--- src/rtl/systolic_array_ctrl.sv ---
// systolic_array_ctrl: run sequencer for an N x N systolic array tile, configured over an
// Avalon-MM CSR slave. A run walks CLEAR -> FEED -> FLUSH -> DRAIN -> DONE, then returns to IDLE.
//
// Ports:
//   clk, reset_n            system clock, asynchronous active-low reset
//   avs_address/write/      CSR slave: 0 CTRL, 1 K_LEN, 2 STATUS, 3 CYCLES
//   avs_writedata/read/
//   avs_readdata            read data, registered, latency 1
//   irq                     level interrupt, DONE & IRQ_EN
//   array_clear             zero PE accumulators (CLEAR phase)
//   array_feed_en[N]        per-row/column operand injection enable (FEED phase)
//   array_step              feed-phase cycle index c
//   array_drain             result drain strobe (DRAIN phase)
//   array_drain_row         row being drained
module systolic_array_ctrl #(
  parameter int unsigned N     = 4,
  parameter int unsigned K_W   = 8,
  parameter int unsigned CNT_W = 16
) (
  input  logic             clk,
  input  logic             reset_n,
  input  logic [1:0]       avs_address,
  input  logic             avs_write,
  input  logic [31:0]      avs_writedata,
  input  logic             avs_read,
  output logic [31:0]      avs_readdata,
  output logic             irq,
  output logic             array_clear,
  output logic [N-1:0]     array_feed_en,
  output logic [K_W+4:0]   array_step,
  output logic             array_drain,
  output logic [3:0]       array_drain_row
);

  localparam int unsigned SW = K_W + 5;

  typedef enum logic [2:0] {
    StIdle  = 3'd0,
    StClear = 3'd1,
    StFeed  = 3'd2,
    StFlush = 3'd3,
    StDrain = 3'd4,
    StDone  = 3'd5
  } state_e;

  state_e           r_state, w_state_next;
  logic [SW-1:0]    r_cnt, w_cnt_next;
  logic [K_W-1:0]   r_k_len, r_k_run;
  logic             r_irq_en, r_done, r_err, r_irq;
  logic [CNT_W-1:0] r_run_cnt, r_cycles;
  logic [31:0]      r_readdata;

  logic             w_ctrl_wr, w_klen_wr, w_start_req, w_start, w_busy;
  logic             w_feed_last, w_n_last;
  logic [SW-1:0]    w_k_ext;
  logic             w_done_next, w_err_next, w_irq_en_next;
  logic [31:0]      w_rd_mux;
  logic             w_unused_wdata;

  assign w_ctrl_wr   = avs_write && (avs_address == 2'd0);
  assign w_klen_wr   = avs_write && (avs_address == 2'd1);
  assign w_start_req = w_ctrl_wr && avs_writedata[0];
  assign w_busy      = (r_state != StIdle);
  assign w_start     = w_start_req && !w_busy && (r_k_len != '0);

  // K is the value captured at START, so K_LEN writes cannot disturb a run.
  assign w_k_ext     = SW'(r_k_run);
  assign w_feed_last = (r_cnt == w_k_ext + SW'(N - 2));
  assign w_n_last    = (r_cnt == SW'(N - 1));

  assign w_unused_wdata = ^avs_writedata[31:K_W];

  // State register
  always_ff @(posedge clk or negedge reset_n) begin
    if (!reset_n) begin
      r_state <= StIdle;
      r_cnt   <= '0;
    end else begin
      r_state <= w_state_next;
      r_cnt   <= w_cnt_next;
    end
  end

  // Next-state logic; r_cnt is the cycle index within the current phase.
  always_comb begin
    w_state_next = r_state;
    w_cnt_next   = r_cnt + SW'(1);
    unique case (r_state)
      StIdle: begin
        w_cnt_next = '0;
        if (w_start) w_state_next = StClear;
      end
      StClear: begin
        w_cnt_next   = '0;
        w_state_next = StFeed;
      end
      StFeed: begin
        if (w_feed_last) begin
          w_cnt_next   = '0;
          w_state_next = StFlush;
        end
      end
      StFlush: begin
        if (w_n_last) begin
          w_cnt_next   = '0;
          w_state_next = StDrain;
        end
      end
      StDrain: begin
        if (w_n_last) begin
          w_cnt_next   = '0;
          w_state_next = StDone;
        end
      end
      StDone: begin
        w_cnt_next   = '0;
        w_state_next = StIdle;
      end
      default: begin
        w_cnt_next   = '0;
        w_state_next = StIdle;
      end
    endcase
  end

  // Array-facing outputs, decoded from state and phase index.
  always_comb begin
    array_clear     = 1'b0;
    array_feed_en   = '0;
    array_step      = '0;
    array_drain     = 1'b0;
    array_drain_row = '0;
    unique case (r_state)
      StClear: array_clear = 1'b1;
      StFeed: begin
        array_step = r_cnt;
        // Row r is live for c in [r, r+K-1]: this is the operand skew.
        for (int r = 0; r < N; r++) begin
          array_feed_en[r] = (r_cnt >= SW'(r)) && (r_cnt < SW'(r) + w_k_ext);
        end
      end
      StDrain: begin
        array_drain     = 1'b1;
        array_drain_row = r_cnt[3:0];
      end
      default: ;
    endcase
  end

  // CTRL/STATUS flag updates. DONE_CLR acts before START, so a rejected START in the
  // same write still leaves ERR set.
  always_comb begin
    w_done_next   = r_done;
    w_err_next    = r_err;
    w_irq_en_next = r_irq_en;
    if (w_ctrl_wr) begin
      w_irq_en_next = avs_writedata[1];
      if (avs_writedata[2]) begin
        w_done_next = 1'b0;
        w_err_next  = 1'b0;
      end
    end
    if (w_start_req && !w_start) w_err_next = 1'b1;
    if (r_state == StDone)       w_done_next = 1'b1;
  end

  always_comb begin
    w_rd_mux = '0;
    unique case (avs_address)
      2'd0: w_rd_mux = {30'b0, r_irq_en, 1'b0};
      2'd1: w_rd_mux = 32'(r_k_len);
      2'd2: w_rd_mux = {21'b0, r_state, 5'b0, r_err, r_done, w_busy};
      2'd3: w_rd_mux = 32'(r_cycles);
      default: w_rd_mux = '0;
    endcase
  end

  always_ff @(posedge clk or negedge reset_n) begin
    if (!reset_n) begin
      r_k_len    <= K_W'(1);
      r_k_run    <= '0;
      r_irq_en   <= 1'b0;
      r_done     <= 1'b0;
      r_err      <= 1'b0;
      r_irq      <= 1'b0;
      r_run_cnt  <= '0;
      r_cycles   <= '0;
      r_readdata <= '0;
    end else begin
      r_done   <= w_done_next;
      r_err    <= w_err_next;
      r_irq_en <= w_irq_en_next;
      // Built from next-state flags so irq drops on the same edge DONE is cleared.
      r_irq    <= w_done_next & w_irq_en_next;
      if (w_klen_wr && !w_busy) r_k_len <= avs_writedata[K_W-1:0];
      if (w_start) begin
        r_k_run   <= r_k_len;
        r_run_cnt <= '0;
      end else if (w_busy && (r_run_cnt != '1)) begin
        r_run_cnt <= r_run_cnt + CNT_W'(1);
      end
      // r_run_cnt covers CLEAR..DRAIN; add one for the DONE cycle itself.
      if (r_state == StDone) begin
        r_cycles <= (r_run_cnt == '1) ? r_run_cnt : r_run_cnt + CNT_W'(1);
      end
      if (avs_read) r_readdata <= w_rd_mux;
    end
  end

  assign avs_readdata = r_readdata;
  assign irq          = r_irq;

endmodule

--- config.mk ---
export PLATFORM = sky130hd
export DESIGN_NAME = systolic_array_ctrl
export DESIGN_NICKNAME = d
export VERILOG_FILES = /design/src/rtl/systolic_array_ctrl.sv
export SDC_FILE = /design/constraint.sdc
export NUM_CORES = 1
export LEC_CHECK = 0
export ABC_AREA = 1
export CAP_MARGIN = 0
export CORE_ASPECT_RATIO = 1.5
export CORE_MARGIN = 5
export CORE_UTILIZATION = 54
export DETAILED_ROUTE_END_ITERATION = 12
export PLACE_DENSITY = 0.86
export SYNTH_ARGS = -nofsm -noshare
export SYNTH_HDL_FRONTEND = slang
export SYNTH_SLANG_ARGS = --single-unit
export TNS_END_PERCENT = 100
--- constraint.sdc ---
create_clock -name clk -period 2.5 [get_ports clk]
set_input_delay 0.375 -clock clk [delete_from_list [all_inputs] [get_ports clk]]
set_output_delay 0.375 -clock clk [all_outputs]
set_load 0.02 [all_outputs]
==> results of run 1 <==
layout make-up:
| class | count | area, sq um |
|---|---|---|
| fillers | 783 | 3200 |
| well taps | 117 | 146 |
| clock inverters | 3 | 22.5 |
| inverters | 81 | 307 |
| clock buffers | 13 | 250 |
| flip-flops and latches | 84 | 2110 |
| multi-input cells | 547 | 3070 |
| repair buffers | 110 | 980 |
flip-flops by register name, summed over array words and instances (netlist names), 3 cells and up:
name	flops
r_cycles	16
r_run_cnt	16
r_k_len	8
r_cnt	13
avs_readdata	16
r_k_run	8
r_state	3
kinds of logic (layout without fill, tap and decap cells):
kind of cell | count (synthesis) | in the layout | share of synthesized area
xor gates and xnor gates | 26 | 26 | 0.0411
and+or+nand+nor | 359 | 359 | 0.282
adders and majority gates | 41 | 41 | 0.0926
buffers and inverters | 114 | 207 | 0.0956
DFF | 84 | 84 | 0.380
other | 1 | 16 | 0.000677
AOI/OAI and AO/OA | 105 | 105 | 0.108
cells in the mapped netlist, types with 4 or more instances:
master | number | area [sq um]
nor2_4 | 6 | 67.6
dfrtp_1 | 83 | 2080
ha_1 | 41 | 513
a21oi_1 | 19 | 95.1
buf_4 | 18 | 135
nand4_1 | 12 | 75.1
o21a_1 | 4 | 30.0
o21ai_0 | 54 | 270
a31oi_1 | 8 | 50.1
inv_1 | 71 | 267
buf_6 | 4 | 45.0
nor2_2 | 4 | 25.0
o21ai_1 | 7 | 35.0
xor2_1 | 24 | 210
nor2_1 | 92 | 345
nand2_1 | 175 | 657
or2_2 | 6 | 37.5
clkbuf_1 | 8 | 30.0
inv_2 | 8 | 30.0
a21boi_2 | 4 | 45.0
nor3_1 | 14 | 70.1
nand3_1 | 35 | 175
nand2_2 | 8 | 50.1
per-layer routing:
metal  up-vias  global-route usage  part of all wire
met5         -                   0                 0
met4         0               0.144             0.055
met3        57              0.0426             0.042
met2       178               0.438              0.53
met1      2413               0.250              0.37
li1       2527                   -                 -
critical path, delay by kind of cell, from the launching register on:
family / cells / cell delay (ns)
flip-flops: 1 / 0.43
adder cells (fa/ha/maj): 2 / 0.53
AO/OA/AOI/OAI: 2 / 0.29
buffers and inverters: 3 / 0.29
XOR/XNOR: 1 / 0.17
AND/OR/NAND/NOR: 4 / 0.28
through the flow:
stage	utilization	instance area [sq um]	worst slack [ns]	hold slack, ns	power, uW
6_report	0.683	6880	-0.217	0.0416	6720
5_1_grt	0.683	6880	-0.374	0.101	7260
4_1_cts	0.680	6850	-0.170	0.0729	6690
3_5_place_dp	0.640	6450	-0.367	0.435	5300
3_3_place_gp	0.640	6450	-0.316	0.431	5190
2_1_floorplan	-	5600	0.0357	0.0794	4120
worst max path at each step:
stage,slack (ns),end,cells past startpoint,start
after detailed placement,-0.37,array_feed_en[2],11,r_k_run[2]$_DFFE_PN0P_
after floorplan,0.04,array_feed_en[3],11,r_k_run[0]$_DFFE_PN0P_
after CTS,-0.17,array_feed_en[1],12,r_k_run[1]$_DFFE_PN0P_
after global routing,-0.37,array_feed_en[3],12,r_k_run[1]$_DFFE_PN0P_
after global placement,-0.32,array_feed_en[3],12,r_k_run[1]$_DFFE_PN0P_
final,-0.22,array_feed_en[3],12,r_k_run[1]$_DFFE_PN0P_
layout by cell type (no fill, tap or decap), drive strengths merged:
master	n
nand2	184
nor2	102
dfrtp	83
inv	79
buf	62
o21ai	61
clkdlybuf4s50	41
ha	41
nand3	38
xor2	24
a21oi	19
conb	16
nor3	14
clkbuf	13
nand4	12
or2	9
a31oi	8
dlymetal6s2s	7
o21a	4
a21boi	4
o21bai	3
clkinvlp	3
clkinv	2
xnor2	2
o221ai	2
o211a	1
a21o	1
a211oi	1
o2111ai	1
dfstp	1
what timing repair did:
action | in CTS | in global routing
pin swaps | 13 | 5
hold buffers | 0 | 0
setup buffers | 4 | 0
gates resized for setup | 47 | 12
setup endpoints to repair | 6 | 22
hold endpoints to repair | 0 | 0
cloned | 0 | 0
power by group:
part           internal (uW)  switching (uW)
Clock                    701             522
Sequential              1820             387
Combinational           1410            1880
Total                   3930            2790
==> impl_metrics.env, run 1 <==
export IMPL_slowest_stage="dfrtp_2"
export IMPL_slew_limit_headroom=0.585
export IMPL_synth_edff_count=0
export IMPL_wl_per_cell_um=14.7
export IMPL_htree_levels=3
export IMPL_cts_sinks=84
export IMPL_antenna_found_initial=0
export IMPL_synth_cell_types=37
export IMPL_violations="setup timing"
export IMPL_ys_seq_area_frac=0.380
export IMPL_clockBufferDepth=2
export IMPL_rr_worst_depth=15
export IMPL_clk_latency_ns=0.34
export IMPL_async_flop_share=1.00
export IMPL_drive_above_1_share=0.162
export IMPL_worst_clock_skew_ns=0.00601
export IMPL_r2r_start="r_k_run[5]$_DFFE_PN0P_"
export IMPL_drv_cap=0
export IMPL_status="complete, but fails checks"
export IMPL_drv_slew=0
export IMPL_grt_max_degree=49
export IMPL_diodes=0
export IMPL_synthesis_area_sq_mm=0.00554
export IMPL_required_ns=2.12
export IMPL_ioPinCount=94
export IMPL_gp_congestion=0.945
export IMPL_grt_use_total=0.239
export IMPL_overflow=0
export IMPL_numCtsBuffers=9
export IMPL_critPathMaxStageDelay_ns=0.43
export IMPL_min_path_type="input port to async pin"
export IMPL_yosys_most_used_dff="dfrtp_1"
export IMPL_dpl_hpwl_um=10700
export IMPL_initial_utilization=0.550
export IMPL_rrSetupSlack_ns=0.15
export IMPL_synth_warnings=0
export IMPL_setup_tns_final_ns=-0.581
export IMPL_die_area_sq_mm=0.0124
export IMPL_cts_root_buf="clkbuf_16"
export IMPL_crit_fanout=4
export IMPL_setup_viol=3
export IMPL_die_width_um=92.7
export IMPL_io_buffers=53
export IMPL_grt_first_pass_wirelength_um=23700
export IMPL_path_class="flip-flop to primary output"
export IMPL_crit_arrival_ns=2.34
export IMPL_coreArea_sq_mm=0.0101
export IMPL_vias_per_cell=5.42
export IMPL_drc=0
export IMPL_clk_pin_slew_ns=0.06
export IMPL_wl_um=14000
export IMPL_worst_slew_pin_slew_ns=0.622
export IMPL_startpoint_type="flip-flop"
export IMPL_fmax_mhz=368
export IMPL_finalWorstSetupSlack_ns=-0.217
export IMPL_powerDensity_mw_per_mm2=977
export IMPL_cts_tree="yes"
export IMPL_vias=5175
export IMPL_ys_seq_elements=84
export IMPL_fin_crit_sh=1.09
export IMPL_ir_worst_vdd_mv=0.803
export IMPL_grt_pass1_vias=5185
export IMPL_crit_chain="inv_4, ha_2, a21oi_4, nor3_2, xor2_1, ha_1, inv_1, nor2_1, o21ai_1, nand3_1, nor2_1, buf_4"
export IMPL_cp_end_kind="primary output"
export IMPL_dr_pass1_iters=5
export IMPL_r2r_end="r_cnt[12]$_DFF_PN0_"
export IMPL_syn_inst=730
export IMPL_crit_top_cell="nor2_1"
export IMPL_fin_cells=955
export IMPL_nNetsFinal=912
export IMPL_rsz0062_at_grt="true"
export IMPL_syn_avg_cell_area_sq_um=7.59
export IMPL_hold_viol_final=0
export IMPL_first_iter_violations=316
export IMPL_area_growth_pct=24.2
export IMPL_die_h_um=134
export IMPL_antenna_left=0
export IMPL_final_min_clock_period_ns=2.72
export IMPL_dp_cells=935
export IMPL_rows=45
export IMPL_leakage_uw=0.00338
(Power assumes the default switching activity.)
==> run 2: changes to the inputs <==
--- a/config.mk
+++ b/config.mk
@@ -7,10 +7,14 @@
 export LEC_CHECK = 0
 export ABC_AREA = 1
 export CAP_MARGIN = 0
+export CELL_PAD_IN_SITES_DETAIL_PLACEMENT = 1
+export CELL_PAD_IN_SITES_GLOBAL_PLACEMENT = 2
 export CORE_ASPECT_RATIO = 1.5
 export CORE_MARGIN = 5
-export CORE_UTILIZATION = 54
+export CORE_UTILIZATION = 37
+export CTS_CLUSTER_DIAMETER = 120
 export DETAILED_ROUTE_END_ITERATION = 12
+export DONT_BUFFER_PORTS = 1
 export PLACE_DENSITY = 0.86
 export SYNTH_ARGS = -nofsm -noshare
 export SYNTH_HDL_FRONTEND = slang
==> impl_metrics.env, run 2 (same netlist as run 1, synthesis figures left out) <==
export IMPL_cts_sinks=84
export IMPL_holdPathStages=1
export IMPL_die_width_um=110
export IMPL_antenna_found_initial=0
export IMPL_final_min_clock_period_ns=2.77
export IMPL_nNetsFinal=841
export IMPL_crit_top_cell="nor2_1"
export IMPL_fin_cells=963
export IMPL_status="complete, but fails checks"
export IMPL_setup_tns_final_ns=-0.734
export IMPL_dpl_hpwl_um=12400
export IMPL_grt_max_degree=85
export IMPL_ioPinCount=94
export IMPL_cp_end_kind="primary output"
export IMPL_hold_path_endpoint="avs_readdata[3]$_DFFE_PN0P_"
export IMPL_required_ns=2.12
export IMPL_leakage_uw=0.00298
export IMPL_r2r_end="r_cnt[4]$_DFF_PN0_"
export IMPL_critPathMaxStageDelay_ns=0.45
export IMPL_io_buffers=0
export IMPL_fmax_mhz=361
export IMPL_drc=0
export IMPL_first_iter_violations=169
export IMPL_dp_cells=932
export IMPL_crit_fanout=5
export IMPL_wl_um=16500
export IMPL_drive_above_1_share=0.160
export IMPL_clk_latency_ns=0.34
export IMPL_die_h_um=160
export IMPL_pwr_share_seq=0.352
export IMPL_rrSetupSlack_ns=0.22
export IMPL_clkPwrFrac=0.197
export IMPL_startpoint_type="flip-flop"
export IMPL_intPower_uw=3710
export IMPL_grt_first_pass_wirelength_um=26900
export IMPL_utilization=0.434
export IMPL_cts_root_buf="clkbuf_16"
export IMPL_rsz0062_at_grt="true"
export IMPL_htree_levels=3
export IMPL_grt_use_total=0.194
export IMPL_violations="setup timing"
export IMPL_combPwrFrac=0.451
export IMPL_gp_congestion=0.927
export IMPL_powerDensity_mw_per_mm2=1040
export IMPL_initial_utilization=0.378
export IMPL_hold_viol_final=0
export IMPL_setup_viol=3
export IMPL_hold_slack_ns=0.141
export IMPL_numCtsBuffers=9
export IMPL_diodes=0
export IMPL_finalWorstSetupSlack_ns=-0.268
export IMPL_final_common_cell="nand2_1"
export IMPL_drv_cap=0
export IMPL_vias=4926
export IMPL_area_growth_pct=14.8
export IMPL_overflow=0
export IMPL_power_switching_uw=2890
export IMPL_cts_tree="yes"
export IMPL_power_switching_share=0.438
export IMPL_slowest_stage="dfrtp_2"
export IMPL_worst_slew_pin_slew_ns=0.583
export IMPL_n_fill_cell=1848
export IMPL_rows=54
export IMPL_hp_start="avs_read"
export IMPL_clockBufferDepth=2
export IMPL_rr_worst_depth=16
export IMPL_fin_crit_sh=1.11
export IMPL_die_area_sq_mm=0.0176
export IMPL_place_area_sq_mm=0.00580
export IMPL_grt_pass1_vias=5370
export IMPL_crit_chain="inv_4, ha_4, nor2_4, nand3_2, xor2_1, ha_1, a21oi_2, nor2_1, o21ai_1, nand3_1, nor2_1, buf_4"
export IMPL_min_path_type="input port to flip-flop"
export IMPL_worst_clock_skew_ns=0.00912
export IMPL_coreArea_sq_mm=0.0147
export IMPL_drv_slew=0
export IMPL_r2r_start="r_k_run[2]$_DFFE_PN0P_"
export IMPL_crit_arrival_ns=2.39
export IMPL_ir_worst_vdd_mv=0.475
export IMPL_clk_pin_slew_ns=0.07
export IMPL_design_area_sq_mm=0.00636
export IMPL_vias_per_cell=5.12
export IMPL_path_class="flip-flop to primary output"
export IMPL_final_cell_mix="nand2_1, nor2_1, dfrtp_1, inv_1, o21ai_0"
export IMPL_wl_per_cell_um=17.1
export IMPL_dr_pass1_iters=4
export IMPL_antenna_left=0
export IMPL_slew_limit_headroom=0.610
==> run 2: cell types whose count changed in the layout (fill, tap and decap cells not counted), moves of 3 or more <==
cell,delta
clkdlybuf4s50_1,-41
buf_4,-25
dlymetal6s2s_1,-7
a21oi_1,-3
a21oi_2,+3
clkbuf_1,-3
o21ai_0,-3
o21ai_1,+3
==> run 2: worst max-delay path by stage <==
stage / start / endpoint / slack, ns / depth (start not counted)
after floorplan: r_k_run[0]$_DFFE_PN0P_ / array_feed_en[3] / 0.04 / 11
after global placement: r_k_run[1]$_DFFE_PN0P_ / array_feed_en[3] / -0.02 / 12
after detailed placement: r_k_run[1]$_DFFE_PN0P_ / array_feed_en[3] / -0.09 / 12
after CTS: r_k_run[1]$_DFFE_PN0P_ / array_feed_en[1] / -0.25 / 11
after global routing: r_k_run[1]$_DFFE_PN0P_ / array_feed_en[3] / -0.43 / 12
final: r_k_run[1]$_DFFE_PN0P_ / array_feed_en[3] / -0.27 / 12
==> run 2: power groups by stage <==
stage / Sequential [uW] / Clock (uW) / Combinational (uW)
after floorplan: 2180 / 0 / 1940
after global placement: 2290 / 0 / 2520
after detailed placement: 2330 / 0 / 2660
after CTS: 2320 / 1320 / 2950
after global routing: 2390 / 1380 / 3370
final: 2320 / 1300 / 2980
==> run 2: area by class of cell <==
type,count,area [sq um],share of cell area
repair buffers,39,323,0.0508
clock buffers,10,239,0.0376
multi-input cells,547,3080,0.485
clock inverters,6,48.8,0.00768
well taps,196,245,0.0386
inverters,81,309,0.0486
flip-flops and latches,84,2110,0.332
==> run 2: metrics by stage <==
| step | total power, uW | setup WS (ns) |
|---|---|---|
| 3_3_place_gp | 4810 | -0.0215 |
| 4_1_cts | 6590 | -0.248 |
| 2_1_floorplan | 4120 | 0.0357 |
| 3_5_place_dp | 4990 | -0.0909 |
| 5_1_grt | 7130 | -0.426 |
| 6_report | 6600 | -0.268 |
==> run 2: what timing repair did <==
action / CTS / global route
setup buffers: 12 / 1
hold buffers: 2 / 0
hold endpoints to repair: 84 / 0
gates resized for setup: 33 / 12
setup endpoints to repair: 4 / 10
pin swaps: 16 / 8
==> run 2: worst max-delay path, delay by kind of cell, from the launching register on <==
kind / cells / cell delay (ns)
flops: 1 / 0.45
xor+xnor: 1 / 0.15
compound gates: 2 / 0.27
fa+ha+maj: 2 / 0.48
buf+inv: 2 / 0.23
simple gates: 5 / 0.46
==> run 2: layer usage <==
| metal | global-route usage | vias to the layer above | routed length, um |
|---|---|---|---|
| met5 | 0 | - | 0 |
| met4 | 0.0817 | 0 | 574 |
| met3 | 0.0275 | 31 | 365 |
| met2 | 0.364 | 72 | 9290 |
| met1 | 0.208 | 2443 | 6250 |
| li1 | - | 2380 | - |
==> run 3: changes to the inputs <==
--- a/config.mk
+++ b/config.mk
@@ -10,7 +10,6 @@
 export CELL_PAD_IN_SITES_DETAIL_PLACEMENT = 1
 export CELL_PAD_IN_SITES_GLOBAL_PLACEMENT = 2
 export CORE_ASPECT_RATIO = 1.5
-export CORE_MARGIN = 5
 export CORE_UTILIZATION = 37
 export CTS_CLUSTER_DIAMETER = 120
 export DETAILED_ROUTE_END_ITERATION = 12
==> impl_metrics.env, run 3 (same netlist as run 1, synthesis figures left out) <==
export IMPL_status="complete, but fails checks"
export IMPL_violations="setup timing"
export IMPL_finalWorstSetupSlack_ns=-0.280
export IMPL_ir_worst_vdd_mv=0.382
export IMPL_required_ns=2.12
export IMPL_fin_crit_sh=1.11
export IMPL_cp_top_family="simple AND/OR/NAND/NOR gates"
export IMPL_rows=54
export IMPL_critPathMaxStageDelay_ns=0.43
export IMPL_crit_start="r_k_run[0]$_DFFE_PN0P_"
export IMPL_overflow=0
export IMPL_antenna_found_initial=0
export IMPL_dpl_hpwl_um=12000
export IMPL_rr_worst_depth=16
export IMPL_utilization=0.441
export IMPL_pwr_share_seq=0.339
export IMPL_coreArea_sq_mm=0.0146
export IMPL_wl_um=16100
export IMPL_clockBufferDepth=2
export IMPL_hold_slack_ns=0.129
export IMPL_crit_arrival_ns=2.40
export IMPL_drive_above_1_share=0.162
export IMPL_startpoint_type="flip-flop"
export IMPL_grt_max_degree=85
export IMPL_power_switching_uw=2900
export IMPL_powerDensity_mw_per_mm2=1070
export IMPL_dr_pass1_iters=4
export IMPL_hold_path_endpoint="avs_readdata[4]$_DFFE_PN0P_"
export IMPL_route_met2_wl_um=8950
export IMPL_numCtsBuffers=9
export IMPL_power_switching_share=0.421
export IMPL_crit_chain="buf_4, ha_4, inv_1, nor2_4, nand3_2, xor2_1, ha_1, nand2_1, nor3_1, o21ai_1, nand2_1, nor2_1, buf_4"
export IMPL_final_common_cell="nand2_1"
export IMPL_critPathBufInv=3
export IMPL_fmax_mhz=360
export IMPL_grt_first_pass_wirelength_um=26400
export IMPL_cts_tree="yes"
export IMPL_die_area_sq_mm=0.0155
export IMPL_die_h_um=152
export IMPL_hp_start="avs_read"
export IMPL_n_fill_cell=1835
export IMPL_r2r_end="r_state[0]$_DFFE_PN0P_"
export IMPL_gp_congestion=0.857
export IMPL_holdPathStages=1
export IMPL_antenna_left=0
export IMPL_final_cell_mix="nand2_1, nor2_1, dfrtp_1, inv_1, o21ai_0"
export IMPL_die_width_um=102
export IMPL_htree_levels=3
export IMPL_grt_use_total=0.221
export IMPL_vias_per_cell=5.10
export IMPL_met1Wirelength_um=6220
export IMPL_top_layer="met4"
export IMPL_cp_end_kind="primary output"
export IMPL_initial_utilization=0.380
export IMPL_hold_viol_final=0
export IMPL_place_area_sq_mm=0.00577
export IMPL_slew_limit_headroom=0.612
export IMPL_io_buffers=0
export IMPL_clk_latency_ns=0.35
export IMPL_cts_root_buf="clkbuf_16"
export IMPL_leakage_uw=0.00301
export IMPL_rsz0062_at_grt="true"
export IMPL_setup_viol=3
export IMPL_area_growth_pct=16.3
export IMPL_slowest_stage="dfrtp_1"
export IMPL_clk_pin_slew_ns=0.06
export IMPL_drc=0
export IMPL_diodes=0
export IMPL_path_class="flip-flop to primary output"
export IMPL_wl_per_cell_um=16.8
export IMPL_intPower_uw=3980
export IMPL_rrSetupSlack_ns=0.21
export IMPL_combPwrFrac=0.436
export IMPL_design_area_sq_mm=0.00644
export IMPL_final_min_clock_period_ns=2.78
export IMPL_grt_pass1_vias=5375
export IMPL_p_total_uw=6880
export IMPL_ioPinCount=94
export IMPL_wl_met3_um=313
export IMPL_cts_sinks=84
export IMPL_first_iter_violations=142
export IMPL_worst_slew_pin_slew_ns=0.580
export IMPL_drv_slew=0
export IMPL_r2r_start="r_k_run[2]$_DFFE_PN0P_"
export IMPL_clkPwrFrac=0.225
export IMPL_vias=4900
export IMPL_drv_cap=0
export IMPL_nNetsFinal=838
export IMPL_min_path_type="input port to flip-flop"
export IMPL_worst_clock_skew_ns=0.00704
export IMPL_crit_fanout=4
==> run 3: changes by cell type in the layout (fill, tap and decap cells not counted), sizes merged <==
cell	previous run	this run
buf	38	35
bufinv	0	3
clkinv	3	2
clkinvlp	3	1
==> run 3: worst reg2reg max path, cell delays in order, from the launching register on <==
cell and delay [ns]:
dfrtp_2 0.46, nand2_4 0.11, nor2_4 0.14, buf_4 0.13, xor2_1 0.16, ha_1 0.28
buf_4 0.14, buf_4 0.12, nand2_1 0.05, inv_1 0.03, nand2_1 0.08, nor2_2 0.04
nand2_1 0.05, nand2_1 0.06, buf_4 0.15, nand4_1 0.09, nand2_1 0.07
==> run 3: worst max path at each step <==
stage	end	depth (start not counted)
3_5_place_dp	array_feed_en[3]	12
4_1_cts	array_feed_en[1]	12
2_1_floorplan	array_feed_en[3]	11
6_report	array_feed_en[1]	13
5_1_grt	array_feed_en[3]	11
3_3_place_gp	array_feed_en[3]	12
==> run 3: layout make-up <==
type	count	area, sq um	area share
clock buffer	10	229	0.0356
clock inverter	6	111	0.0173
inverter	81	309	0.0480
multi-input combinational	547	3140	0.487
sequential	84	2110	0.327
tap	196	245	0.0381
timing repair buffer	36	300	0.0466
==> run 3: metrics by stage <==
stage | TNS (ns) | setup WS, ns | instances
after floorplan | 0 | 0.0357 | 745
after global placement | -0.000167 | -0.000167 | 929
after detailed placement | -0.0935 | -0.0872 | 929
after CTS | -0.767 | -0.286 | 955
after global routing | -1.23 | -0.463 | 960
final | -0.762 | -0.280 | 960
==> run 3: timing repair <==
item,in CTS,in global routing
resized for setup,33,19
hold buffers,2,0
pin swaps,16,17
buffers inserted,8,5
setup endpoints to repair,4,4
hold endpoints to repair,84,0
==> run 3: metal layers <==
metal	global-route usage	up-vias
met2	0.411	74
met1	0.233	2417
met3	0.0327	39
met4	0.115	0
li1	-	2370
met5	0	-
==> run 3: power groups by stage <==
stage          Combinational (uW)  Clock [uW]  Sequential (uW)
6_report                     3000        1550             2330
4_1_cts                      2900        1580             2320
3_5_place_dp                 2640           0             2320
3_3_place_gp                 2500           0             2290
2_1_floorplan                1940           0             2180
5_1_grt                      3350        1640             2400
==> patch 1, RTL diff (config.mk and constraints of run 2) <==
Change the parameter `CNT_W` from 16 to 18.
--- a/src/rtl/systolic_array_ctrl.sv
+++ b/src/rtl/systolic_array_ctrl.sv
@@ -17,3 +17,3 @@
   parameter int unsigned K_W   = 8,
-  parameter int unsigned CNT_W = 16
+  parameter int unsigned CNT_W = 18
 ) (
Behaviour: same outputs for any inputs over 10 cycles, from zero or initial values and one cycle with reset_n low; that may be too few to reach the edited logic, so the function may still have changed.
==> patch 1 against run 2 <==
The run still ends with setup timing left; power decreased by 0.22%; non-clock buffer count is 4 higher; worst setup slack better by 0.031 ns; routed wire length grew 8.9%; cell area rose by 5.2%; critical path type unchanged; largest power group unchanged; critical endpoint unchanged; area after synthesis is 5.2% higher; count of clock-buffer cells in the layout grew 1; largest cell class unchanged; sequential cell count up 6.
==> patch 1: results <==
place:
  port_buffers: 0
  gp_congestion: 0.916
  post_dp_cell_area_um2: 6180
  hpwl_um: 13600
  placedCellCount: 995
  dpl_worst_slack_ns: -0.0510
cells_and_area:
  diodes: 0
  fin_nets: 890
  drive_gt1_frac: 0.118
min_path:
  min_from: "avs_read"
  hold_path_depth: 1
  hp-class: "in -> reg"
synth:
  ys.flop_type: "dfrtp_1"
  ys_types: 38
  synthTopCellsByCount: "nand2_1, dfrtp_1, nor2_1, inv_1, nand3_1"
  ys_seq_area_frac: 0.387
  ys_top_cells_by_area: "dfrtp_1, nand2_1, ha_1"
  async_flop_share: 1.00
  yosysWarnings: 0
  avgSynthCellArea_um2: 7.46
setup_path:
  crit_fanout: 4
  critPathLaunch: "r_k_run[1]"
  reg2reg_from: "r_k_run[1]"
  arrival_ns: 2.36
  rr_worst_depth: 14
sta:
  skew_ns: 0.0144
  setup_tns_ns: -0.622
  slew_headroom: 0.586
  worst_slack_ns: -0.237
  setup_viol: 3
cts:
  cts_resized: 24
  cts_hold_buf: 2
  cts.path.max_buffers: 2
  clk_pin_slew_ns: 0.07
  h-tree-depth: 3
  root_buffer: "clkbuf_16"
  post_cts_buffers: 4
  clkLatencyLatePin_ns: 0.35
  cts_buffers: 9
global_route:
  first_global_vias: 5793
  grt_use_total: 0.200
  grt_max_degree: 91
  grt_pass1_wl_um: 29500
  antenna_found_initial: 0
detailed_routing:
  vias_per_cell: 5.22
  drt_wl_total_um: 17900
  drt-initial-drc-count: 268
  first_pass_iters: 6
  wl_per_cell_um: 17.6
pwr:
  seq-power_mw: 2.36
  p_sw_frac: 0.433
  p_comb_mw: 2.92
  p_leak_nw: 3.23
  peakVddDrop_v: 0.000461
  p_seq_frac: 0.359
status:
  failed_checks: "setup timing"
  status: "complete, but fails checks"
job:
  max-cap-violations: 0
[patch 1: changes by cell type in the layout (fill, tap and decap cells not counted), sizes merged, moves of 5 or more]
cell	change
a21oi	+13
dfrtp	+6
or2	-7
nand3	+27
inv	-6
xnor2	+5
nand2	+28
o21ai	-8
nor2	-19
[patch 1: cell families (layout without fill, tap and decap cells)]
| family | count (synthesis) | count (layout) | synth area share |
|---|---|---|---|
| simple gates | 397 | 397 | 0.289 |
| xor+xnor | 32 | 32 | 0.0481 |
| other cells | 1 | 14 | 0.000643 |
| buf+inv | 116 | 138 | 0.0891 |
| mux | 2 | 2 | 0.00386 |
| fa+ha+maj | 41 | 41 | 0.0880 |
| compound gates | 102 | 102 | 0.0942 |
| flops | 90 | 90 | 0.387 |
[patch 1: final timing paths]
check                                   endpoint  slack, ns
worst max-delay path            array_feed_en[3]      -0.24
worst max register to register          r_cnt[7]       0.27
min in group asynchronous          r_run_cnt[11]       0.60
worst min register to register       r_cycles[7]       0.48
worst min-delay path            avs_readdata[17]       0.13
max in group asynchronous             r_k_len[0]       1.48
[patch 1: final cells by class]
type                       count  area [um2]
sequential                    90        2260
fill                        1950        8860
timing repair buffer          43         365
clock inverter                 5        40.0
tap                          203         254
clock buffer                  11         243
multi-input combinational    588        3230
inverter                      79         299
[patch 1: critical path, stage by stage (launching register included)]
cell and delay (ns):
dfrtp_2 0.43, inv_4 0.07, ha_4 0.17, nor2_4 0.13, nand3_2 0.08, xor2_1 0.15, ha_1 0.31, a21oi_2 0.12
o21ai_0 0.08, nor2_1 0.10, nand3_1 0.14, nor2_1 0.11, buf_4 0.15
[patch 1: routing by layer]
layer	vias to the layer above	track usage	routed length, um
met4	0	0.0700	442
met5	-	0	0
li1	2573	-	-
met3	28	0.0299	415
met2	71	0.406	10400
met1	2648	0.203	6740
==> patch 2, RTL diff (flow settings as in run 2) <==
Made on the original files. Put one more register stage on the output `avs_readdata`, cleared by the reset. The value now appears one clock later. The other outputs are not delayed to match. Comments in the files are not updated.
--- a/src/rtl/systolic_array_ctrl.sv
+++ b/src/rtl/systolic_array_ctrl.sv
@@ -209,3 +209,9 @@
 
-  assign avs_readdata = r_readdata;
+  always_ff @(posedge clk or negedge reset_n) begin
+    if (!reset_n) begin
+      avs_readdata <= '0;
+    end else begin
+      avs_readdata <= r_readdata;
+    end
+  end
   assign irq          = r_irq;
Formal check against the unedited RTL: not equivalent (a bounded check fails within 4 cycles, from zero or initial values and one cycle with reset_n low).
==> patch 2 against run 2 <==
The flow finishes with violations (hold timing, setup timing); sequential cell count up 16; routed wire length grew 3.5%; worst setup slack worse by 0.060 ns; non-clock buffer count decreased by 5; global-route usage fell by 0.81 points; area after synthesis increased by 6.4%; critical endpoint is now array_feed_en[2]; largest power group unchanged; cell area up 8.2%; clock power is 23% higher; power is 12% higher.
==> patch 2: results <==
status:
  status: "complete, but fails checks"
  failed_checks: "hold timing, setup timing"
cts:
  cts.path.max_buffers: 2
  clk_pin_slew_ns: 0.08
  cts_resized: 27
  root_buffer: "clkbuf_16"
  post_cts_buffers: 4
  clkLatencyLatePin_ns: 0.35
  h-tree-depth: 3
global_route:
  antenna_found_initial: 0
  first_global_vias: 5461
  grt_max_degree: 101
  grt_pass1_wl_um: 27500
  grt_use_total: 0.186
synth:
  synthAdderAreaFrac: 0.0871
  synthTopCellsByCount: "nand2_1, dfrtp_1, inv_1, nor2_1, o21ai_0"
  synth_xor_area_frac: 0.0327
  synthMuxAreaShare: 0.00191
  yosysWarnings: 0
  ys.flop_type: "dfrtp_1"
  ys_types: 38
  ys_top_cells_by_area: "dfrtp_1, nand2_1, ha_1"
  synth_compound_area_frac: 0.0968
  synthCells: 762
  ys_seq_area_frac: 0.425
sta:
  setup_tns_ns: -1.07
  worst_slack_ns: -0.327
  hold_violations: 100
  hold_slack_ns: -0.281
  setup_viol: 4
  skew_ns: 0.0166
  slew_headroom: 0.597
place:
  post_dp_cell_area_um2: 6190
  hpwl_um: 12900
  gp_congestion: 0.897
  placedCellCount: 974
  port_buffers: 0
setup_path:
  arrival_ns: 2.45
  cp_slowest_stage_delay_ns: 0.44
  cp_top_family: "flip-flops"
  crit_fanout: 4
cells_and_area:
  drive_gt1_frac: 0.161
  fin_nets: 872
  final_cells: 1000
  diodes: 0
min_path:
  hp-class: "in -> async"
pwr:
  peakVddDrop_v: 0.000448
  p_leak_nw: 3.32
detailed_routing:
  drt-initial-drc-count: 166
  num_vias: 5013
  wl_per_cell_um: 17.1
## patch 2: worst paths after layout
path | start | end | slack [ns] | cells past startpoint
max | r_k_run[1] | array_feed_en[2] | -0.33 | 12
min | reset_n | avs_readdata[9] | -0.28 | 0
max reg2reg | r_k_run[1] | r_state[1] | 0.11 | 17
min reg2reg | r_readdata[15] | avs_readdata[15] | 0.37 | 0
max in group asynchronous | reset_n | r_k_len[0] | 2.54 | 0
min in group clk | avs_read | r_readdata[3] | 0.14 | 1
## patch 2: per-layer routing
metal | vias up | GRT usage | share of wire | wire, um
met4 | 0 | 0.0798 | 0.037 | 635
met1 | 2456 | 0.197 | 0.37 | 6270
met5 | - | 0 | 0 | 0
met2 | 71 | 0.361 | 0.57 | 9780
li1 | 2449 | - | - | -
met3 | 37 | 0.0249 | 0.022 | 370
## patch 2: per-stage QoR
stage / setup WS (ns) / total power [mW]
finish: -0.327 / 7.38
global placement: -0.0183 / 5.17
floorplan: 0.152 / 4.46
CTS: -0.293 / 7.12
global route: -0.436 / 7.94
detailed placement: -0.0801 / 5.34
## patch 2: cell type report
class,instances,area (um2)
Clock buffer,9,225
Sequential cell,100,2510
Multi-Input combinational cell,547,3100
Timing Repair Buffer,34,290
Clock inverter,6,114
Tap cell,203,254
Fill cell,1924,8750
Inverter,101,384
## patch 2: power breakdown
group	total, mW	internal, mW	switching (mW)
Clock	1.60	0.975	0.623
Sequential	2.71	2.15	0.555
Combinational	3.07	1.22	1.86
## patch 2: logic make-up after synthesis
logic type      after synthesis
other cells                   1
xor+xnor                     22
compound gates              107
buf+inv                     130
flops                       100
simple gates                360
mux                           1
fa+ha+maj                    41
